### config.mk
export PLATFORM = sky130hd
export DESIGN_NAME = mul_div_unit
export DESIGN_NICKNAME = d
export VERILOG_FILES = /design/src/rtl/mul_div_unit.sv
export SDC_FILE = /design/constraint.sdc
export NUM_CORES = 1
export LEC_CHECK = 0
export ABC_CLOCK_PERIOD_IN_PS = 3520
export BUFFER_PORTS_ARGS = -buffer_cell sky130_fd_sc_hd__buf_2
export CAP_MARGIN = 10
export CORE_UTILIZATION = 37
export DETAILED_ROUTE_END_ITERATION = 8
export PLACE_DENSITY_LB_ADDON = 0.2
export SYNTH_ARGS = -nofsm -noshare
export SYNTH_HDL_FRONTEND = slang
export SYNTH_SLANG_ARGS = --single-unit
### constraint.sdc
create_clock -name clk -period 3.52 [get_ports clk]
set_input_delay 0.176 -clock clk [delete_from_list [all_inputs] [get_ports clk]]
set_output_delay 0.176 -clock clk [all_outputs]
set_load 0.03 [all_outputs]
### src/rtl/mul_div_unit.sv
// ----------------------------------------------------------------------------
// mul_div_unit
//   Iterative multiply/divide unit for the execute stage. Takes the two
//   register-file read operands, runs one operation at a time with one
//   iteration per enabled clock, and hands the result plus write-back
//   controls to the register-file write port.
//
//   Sequence: IDLE -> RUN (WIDTH iterations + one finalize edge) -> DONE -> IDLE.
//   A start accepted at edge k shows done after edge k+WIDTH+1. Divide by
//   zero skips the iterations and shows done after edge k+1.
//
// Ports
//   clk       in   clock, rising edge
//   rst       in   synchronous active-high reset, overrides EN
//   EN        in   stage enable; 0 freezes all state
//   start     in   request, sampled only in IDLE with EN=1
//   op[1:0]   in   00 MUL lo, 01 MUL hi, 10 DIV quotient, 11 DIV remainder
//   opA       in   multiplicand / dividend
//   opB       in   multiplier / divisor
//   dest      in   destination register select, captured with start
//   sgn       in   (SIGNED_OP_EN only) two's complement operands, captured
//   busy      out  operation in flight (through the done cycle)
//   done      out  result valid (held while EN=0 in DONE)
//   result    out  result, held until the next operation finishes
//   wb_sel    out  captured dest
//   wb_write  out  write strobe, done qualified by wb_sel != 0
//
// Optional feature macro: SIGNED_OP_EN
//   Adds port sgn. Iterations run on magnitudes; sign fix-up is applied on
//   the finalize edge so latency is unchanged.
// ----------------------------------------------------------------------------
module mul_div_unit #(
    parameter int WIDTH = 32,
    parameter int SEL_W = 5
) (
    input  logic             clk,
    input  logic             rst,
    input  logic             EN,
    input  logic             start,
    input  logic [1:0]       op,
    input  logic [WIDTH-1:0] opA,
    input  logic [WIDTH-1:0] opB,
    input  logic [SEL_W-1:0] dest,
`ifdef SIGNED_OP_EN
    input  logic             sgn,
`endif
    output logic             busy,
    output logic             done,
    output logic [WIDTH-1:0] result,
    output logic [SEL_W-1:0] wb_sel,
    output logic             wb_write
);

    localparam int CW = $clog2(WIDTH) + 1;
    // Counter value at which the iterations are complete and the result is
    // latched on the way into DONE.
    localparam logic [CW-1:0] LAST = CW'(WIDTH);

    typedef enum logic [1:0] {
        S_IDLE = 2'd0,
        S_RUN  = 2'd1,
        S_DONE = 2'd2
    } state_t;

    state_t             state_q, state_d;
    logic [CW-1:0]      cnt_q, cnt_d;
    logic [1:0]         op_q, op_d;
    // Multiplicand for MUL, divisor for DIV.
    logic [WIDTH-1:0]   opnd_q, opnd_d;
    // MUL: {partial product hi, multiplier/product lo}.
    // DIV: {partial remainder, dividend/quotient}.
    logic [2*WIDTH-1:0] acc_q, acc_d;
    logic               dz_q, dz_d;
    // neg_q negates product/quotient, negr_q negates remainder.
    logic               neg_q, neg_d;
    logic               negr_q, negr_d;
    logic [WIDTH-1:0]   result_q, result_d;
    logic [SEL_W-1:0]   wb_sel_q, wb_sel_d;

    // ------------------------------------------------------------------
    // Operand conditioning at accept
    // ------------------------------------------------------------------
    logic [WIDTH-1:0] mag_a, mag_b;
    logic             neg_cap, negr_cap;

`ifdef SIGNED_OP_EN
    assign mag_a    = (sgn && opA[WIDTH-1]) ? -opA : opA;
    assign mag_b    = (sgn && opB[WIDTH-1]) ? -opB : opB;
    assign neg_cap  = sgn & (opA[WIDTH-1] ^ opB[WIDTH-1]);
    assign negr_cap = sgn & opA[WIDTH-1];
`else
    assign mag_a    = opA;
    assign mag_b    = opB;
    assign neg_cap  = 1'b0;
    assign negr_cap = 1'b0;
`endif

    // ------------------------------------------------------------------
    // Iteration datapath
    // ------------------------------------------------------------------
    // Shift-add: add multiplicand into the high half when the current
    // multiplier bit is set, then shift the whole 2W+1 result right by one.
    logic [WIDTH:0] mul_sum;
    assign mul_sum = {1'b0, acc_q[2*WIDTH-1:WIDTH]}
                   + (acc_q[0] ? {1'b0, opnd_q} : {(WIDTH+1){1'b0}});

    // Restoring divide: the W+1 bit partial remainder is the current
    // remainder shifted left with the next dividend bit brought in.
    logic [WIDTH:0] rem_sh;
    logic           rem_ge;
    logic [WIDTH-1:0] rem_nxt;
    assign rem_sh  = acc_q[2*WIDTH-1:WIDTH-1];
    assign rem_ge  = (rem_sh >= {1'b0, opnd_q});
    // After a successful subtract the difference is below the divisor, so
    // the low W bits are the whole remainder.
    assign rem_nxt = rem_ge ? WIDTH'(rem_sh - {1'b0, opnd_q}) : rem_sh[WIDTH-1:0];

    // ------------------------------------------------------------------
    // Finalize: sign fix-up and result select
    // ------------------------------------------------------------------
    logic [2*WIDTH-1:0] prod_fix;
    logic [WIDTH-1:0]   quo_fix, rem_fix, fin_res;

    assign prod_fix = neg_q  ? -acc_q : acc_q;
    assign quo_fix  = neg_q  ? -acc_q[WIDTH-1:0] : acc_q[WIDTH-1:0];
    assign rem_fix  = negr_q ? -acc_q[2*WIDTH-1:WIDTH] : acc_q[2*WIDTH-1:WIDTH];

    always_comb begin
        fin_res = '0;
        case (op_q)
            2'b00: fin_res = prod_fix[WIDTH-1:0];
            2'b01: fin_res = prod_fix[2*WIDTH-1:WIDTH];
            // Divide by zero: quotient all ones regardless of signs.
            2'b10: fin_res = dz_q ? {WIDTH{1'b1}} : quo_fix;
            // Divide by zero keeps the raw dividend in the high half.
            default: fin_res = dz_q ? acc_q[2*WIDTH-1:WIDTH] : rem_fix;
        endcase
    end

    // ------------------------------------------------------------------
    // Next-state logic
    // ------------------------------------------------------------------
    always_comb begin
        state_d  = state_q;
        cnt_d    = cnt_q;
        op_d     = op_q;
        opnd_d   = opnd_q;
        acc_d    = acc_q;
        dz_d     = dz_q;
        neg_d    = neg_q;
        negr_d   = negr_q;
        result_d = result_q;
        wb_sel_d = wb_sel_q;

        case (state_q)
            S_IDLE: begin
                if (start) begin
                    state_d  = S_RUN;
                    op_d     = op;
                    wb_sel_d = dest;
                    neg_d    = neg_cap;
                    negr_d   = negr_cap;
                    dz_d     = op[1] && (opB == '0);
                    cnt_d    = '0;
                    if (op[1]) begin
                        opnd_d = mag_b;
                        acc_d  = {{WIDTH{1'b0}}, mag_a};
                    end else begin
                        opnd_d = mag_a;
                        acc_d  = {{WIDTH{1'b0}}, mag_b};
                    end
                    if (op[1] && (opB == '0)) begin
                        // Skip the iterations: next edge finalizes.
                        cnt_d = LAST;
                        acc_d = {opA, {WIDTH{1'b0}}};
                    end
                end
            end

            S_RUN: begin
                if (cnt_q == LAST) begin
                    result_d = fin_res;
                    state_d  = S_DONE;
                end else begin
                    cnt_d = cnt_q + CW'(1);
                    if (op_q[1])
                        acc_d = {rem_nxt, acc_q[WIDTH-2:0], rem_ge};
                    else
                        acc_d = {mul_sum, acc_q[WIDTH-1:1]};
                end
            end

            S_DONE: state_d = S_IDLE;

            default: state_d = S_IDLE;
        endcase
    end

    // ------------------------------------------------------------------
    // State registers
    // ------------------------------------------------------------------
    always_ff @(posedge clk) begin
        if (rst) begin
            state_q  <= S_IDLE;
            cnt_q    <= '0;
            op_q     <= '0;
            opnd_q   <= '0;
            acc_q    <= '0;
            dz_q     <= 1'b0;
            neg_q    <= 1'b0;
            negr_q   <= 1'b0;
            result_q <= '0;
            wb_sel_q <= '0;
        end else if (EN) begin
            state_q  <= state_d;
            cnt_q    <= cnt_d;
            op_q     <= op_d;
            opnd_q   <= opnd_d;
            acc_q    <= acc_d;
            dz_q     <= dz_d;
            neg_q    <= neg_d;
            negr_q   <= negr_d;
            result_q <= result_d;
            wb_sel_q <= wb_sel_d;
        end
    end

    // ------------------------------------------------------------------
    // Outputs
    // ------------------------------------------------------------------
    assign busy     = (state_q != S_IDLE);
    assign done     = (state_q == S_DONE);
    // Register 0 is never written.
    assign wb_write = done && (wb_sel_q != '0);
    assign result   = result_q;
    assign wb_sel   = wb_sel_q;

endmodule

* After elaboration in Yosys (flattened, before gate mapping)
Index checks and enable logic that the tools add are counted.
** Operators by class
- Add/subtract/negate cells :: 3
- $lt $le $gt $ge :: 1
- Equal/unequal tests :: 7
- Mux-type cells :: 18
- Reduce and logical (&&, ||, !) cells :: 12
** Operators by type and width (number)
- 64-bit 2-to-1 mux :: 4
- 32-bit 2-to-1 mux :: 5
- 64-bit one-hot mux with 2 select lines :: 1
- 32-bit one-hot mux with 2 select lines :: 1
- 32-bit by 32-bit adder with 33-bit output :: 1
- 33-bit by 32-bit >= comparator with 1-bit output :: 1
- 32-bit logical NOT :: 1
- 32-bit subtractor :: 1
- 6-bit 2-to-1 mux :: 3
- 6-bit one-hot mux with 2 select lines :: 1
- 3-bit AND reduction :: 3
- 6-bit by 1-bit adder with 6-bit output (second input constant) :: 1
- 6-bit == test (second input constant) :: 1
- 2-bit inequality test (second input constant) :: 3
- 5-bit nonzero test :: 1
- 2-bit == test (second input constant) :: 2
- 2-bit logical NOT :: 2
- 2-bit 2-to-1 mux :: 2
- 2-bit one-hot mux with 2 select lines :: 1
- 4-bit AND reduction :: 1
- 2-bit nonzero test :: 2
- 2-bit by 1-bit == test with 1-bit output (second input constant) :: 1
- 1-bit logical AND :: 2
** Word-level totals
- Register bits after elaboration :: 144
- Bits of input ports :: 75
- Word-level logic and storage cells :: 49

* Logic depth before layout (Yosys ltp)
- Word-level depth :: 5
- Gate-level depth with buffers :: 15

* Worst setup path after synthesis
No wires, ideal clock.
- Path type :: register -> register
- Start :: register acc_q[0]
- End :: register acc_q[51]
- Data arrival time :: 3.081 ns
- Path slack :: 0.305 ns
- Stages on the path, launching flop included :: 14
- Buffers on the path :: 1
- Clock period less this slack :: 3.215 ns
- Path through :: dfxtp_1 > clkbuf_1 > and2_1 > ha_1 > fa_1 > a211o_1 > o211ai_1 > a211oi_1 > or3_1 > a21boi_0 > o21ai_0 > xor2_1 > a221oi_1 > a211oi_1
** Between the ends
- Cells in the longest elaborated chain, start to end :: 5
** Ends and longest elaborated chain
- start, declared :: RTL line 72 : logic [2*WIDTH-1:0] acc_q, acc_d;
- start signal, assigned :: RTL line 208 : acc_q <= '0;
- start signal, assigned :: RTL line 219 : acc_q <= acc_d;
- 32-bit 2-to-1 mux :: RTL line 105 : + (acc_q[0] ? {1'b0, opnd_q} : {(WIDTH+1){1'b0}});
- 32-bit by 32-bit adder with 33-bit output :: RTL line 105
- 64-bit 2-to-1 mux :: RTL line 186 : if (op_q[1])
- 64-bit 2-to-1 mux :: RTL line 181 : if (cnt_q == LAST) begin
- 64-bit one-hot mux with 2 select lines :: RTL line 155 : case (state_q)
No other way between the ends. The select of a mux whose other input is x is not followed.
A chain may end at the register's enable or synchronous reset.

* Worst setup path in the final report
- Start :: register acc_q[56]
- End :: register acc_q[34]
** Between the ends
- Cells in the longest elaborated chain, start to end :: 5
** Ends and longest elaborated chain
- 33-bit by 32-bit >= comparator with 1-bit output :: RTL line 113 : assign rem_ge = (rem_sh >= {1'b0, opnd_q});
- 32-bit 2-to-1 mux :: RTL line 116 : assign rem_nxt = rem_ge ? WIDTH'(rem_sh - {1'b0, opnd_q}) : rem_sh[WIDTH-1:0];
- 64-bit 2-to-1 mux :: RTL line 186
- 64-bit 2-to-1 mux :: RTL line 181
- 64-bit one-hot mux with 2 select lines :: RTL line 155
No other way between the ends. The select of a mux whose other input is x is not followed.

==> impl_metrics.ini <==
[logic_synthesis]
synth_fa_ha_area_share_pct = 7.826
avgSynthCellArea_um2 = 7.656
synth_top_family_by_area = compound AO/OA/AOI/OAI gates
ys_ff_latch = 144
yosys.cell_types.count = 70
synthMuxAreaShare_pct = 10.08
synth-compound-area-share_pct = 29.01
ys.warnings.count = 0
async_reset_ff_share_pct = 0
ys.flop_type = dfxtp_1
synthSimpleGateAreaFrac_pct = 16.90
netlist_area_um2 = 11060
synth_xor_area_share_pct = 4.513
synthCells = 1445
synth-seq-area-share_pct = 26.06
syn_nets = 1588
synth-edff-count = 0

[global_routing]
grt_usage_pct = 26.62
antenna_found_initial = 0
grt_max_degree = 85
grt_pass1_vias = 10789
grt_pass1_wl_mm = 62.98
grt_overflow_total = 0

[detailed_routing]
drtIter0Drc = 1106
antenna_left = 0
viasPerCell = 5.883
drt_pass1_iterations = 6
routed_wl_mm = 41.18
via_count = 11401
route.detailed.drc = 0
wl_per_cell_um = 21.25

[layout]
area_delta_synth_final_pct = 16.13
drive_gt1_share_pct = 15.25
antenna_cells = 0
fin_util_pct = 44.16
final_common_cell = nor2_1
nNetsFinal = 1684
final_cell_mix = 172 x nor2_1, 143 x dfxtp_1, 137 x a21oi_1, 112 x buf_2

[floorplanning]
dieWidth_um = 174.9
die_area_um2 = 30600
std_cell_rows = 62
die_h_um = 174.9
io_pins = 115
start_util_pct = 38.03
core_um2 = 29090

[placed_design]
hpwl_mm = 31.15
routabilityCongestion = 0.9318
numPortBuffers = 114

[cts]
numCtsBuffers = 17
htree_levels = 4
cts_buffer_depth = 2
cts.sinks = 144
cts.reportedPaths.clkPinSlew_ps = 60
worstSkewPairLatency_ps = 440
cts_tree = done
clock_tree.root_cell = clkbuf_16

[pwr]
power_density_nw_per_um2 = 426.7
ir_drop_mv = 0.3797
p_leak_nw = 5.439

[worst_setup_path]
required_ps = 3840
start_kind = register
arrival_ps = 3640
worstPathMaxFanout = 23
timing.critical_path.buf_inv = 1
path_cells = ha_1 -> and3_2 -> nand4_1 -> or4b_1 -> o41ai_4 -> a41o_1 -> buf_12 -> mux2_2 -> a221oi_1 -> nor2_1
cp-end-kind = register
crit_family = simple AND/OR/NAND/NOR gates
crit_type = reg -> reg
slowest_delay_ps = 600
cpMaxStageDelayCell = or4b_1

[sta]
rsz0062_at_grt = false
slew_viol_final = 0
slew_headroom_pct = 39.99
worst_pin_slew_ps = 900.2
fmax_ghz = 0.3010
skew_ps = 10.18
fin_crit_ps = 3322
setup_violations = 0
setup_tns_ps = 0
hold_viol_final = 0
fin_crit_sh_pct = 94.37

[run_status]
outcome = finished, final reports clean

[job]
maxCapViolations = 0

[hold_path]
hold_class = in -> reg
-- state kept, by name, summed over array words and instances, names as in the netlist --
signal	flops
wb_sel	5
acc_q	64
result	32
cnt_q	6
dz_q	1
op_q	2
opnd_q	32
state_q	2
-- synthesized netlist by cell type (34+ instances only) --
library cell  instances  area (um2)
ha_1                 66       825.8
dfxtp_1             144        2883
a21oi_1             138       690.7
inv_1                50       187.7
o21ai_0             101       505.5
and2_1               34       212.7
nor2_1              173       649.4
o22ai_1              38       237.7
nand2_1             101       379.1
a211oi_1             45       337.8
clkbuf_1             87       326.6
mux2i_1              99       991.0
-- where the power goes --
part / switching, W / total (W) / internal, W
Combinational: 0.00116 / 0.00189 / 0.000733
Clock: 0.000777 / 0.00175 / 0.000970
Sequential: 0.000117 / 0.00185 / 0.00173
Total: 0.00205 / 0.00548 / 0.00343
-- layer usage --
metal / vias up / GRT usage, % / routed length [um] / part of all wire, %
met3: 64 / 4.939 / 3105 / 7.5
met1: 5334 / 37.94 / 19150 / 47
li1: 5508 / - / - / -
met2: 495 / 40.29 / 17890 / 43
met4: 0 / 8.188 / 1038 / 2.5
met5: - / 0 / 0 / 0
-- layout make-up --
| cell class | count | area (um2) |
|---|---|---|
| Tap cell | 384 | 480.5 |
| Clock inverter | 13 | 113.9 |
| Multi-Input combinational cell | 1146 | 7622 |
| Timing Repair Buffer | 182 | 1126 |
| Clock buffer | 19 | 432.9 |
| Inverter | 50 | 187.7 |
| Fill cell | 2967 | 16240 |
| Sequential cell | 144 | 2884 |
-- final timing paths --
kind / startpoint / end / slack, ps / depth (start not counted)
worst max-delay path: acc_q[56]$_SDFFE_PP0P_ / acc_q[34]$_SDFFE_PP0P_ / 200 / 10
worst min-delay path: opA[7] / acc_q[39]$_SDFFE_PP0P_ / 70 / 3
worst max register to register: acc_q[56]$_SDFFE_PP0P_ / acc_q[34]$_SDFFE_PP0P_ / 200 / 10
worst min register to register: op_q[0]$_SDFFE_PP0P_ / op_q[0]$_SDFFE_PP0P_ / 450 / 2
-- tightest hold or removal path: stages --
cell	delay, ps
buf_2	100
a21oi_1	50
o21ai_0	140
-- per-stage QoR --
stage | hold slack [ps] | setup WS (ps) | cells | power [W] | area, um2
3_5_place_dp | 423.5 | 167.4 | 1898 | 0.003696 | 12200
5_1_grt | 77.88 | 4.861 | 1938 | 0.005739 | 12850
6_report | 67.01 | 198.2 | 1938 | 0.005483 | 12850
3_3_place_gp | 415.2 | 255.5 | 1898 | 0.003712 | 12200
4_1_cts | 59.26 | 115.4 | 1936 | 0.005451 | 12800
2_1_floorplan | 312.0 | 304.6 | 1445 | 0.003076 | 11060
-- repair_timing --
action,4_1_cts,5_1_grt
hold endpoints to repair,6,0
endpoints found under the setup margin,0,5
hold buffers,6,0
buffers inserted,0,2
resized for setup,0,6
-- cells by family after synthesis --
logic type,count (synthesis)
muxes,110
xor gates and xnor gates,57
and+or+nand+nor,412
buffers and inverters,155
adders and majority gates,68
AOI/OAI and AO/OA,499
DFF,144
No activity file was read; power rests on OpenSTA's default activity.
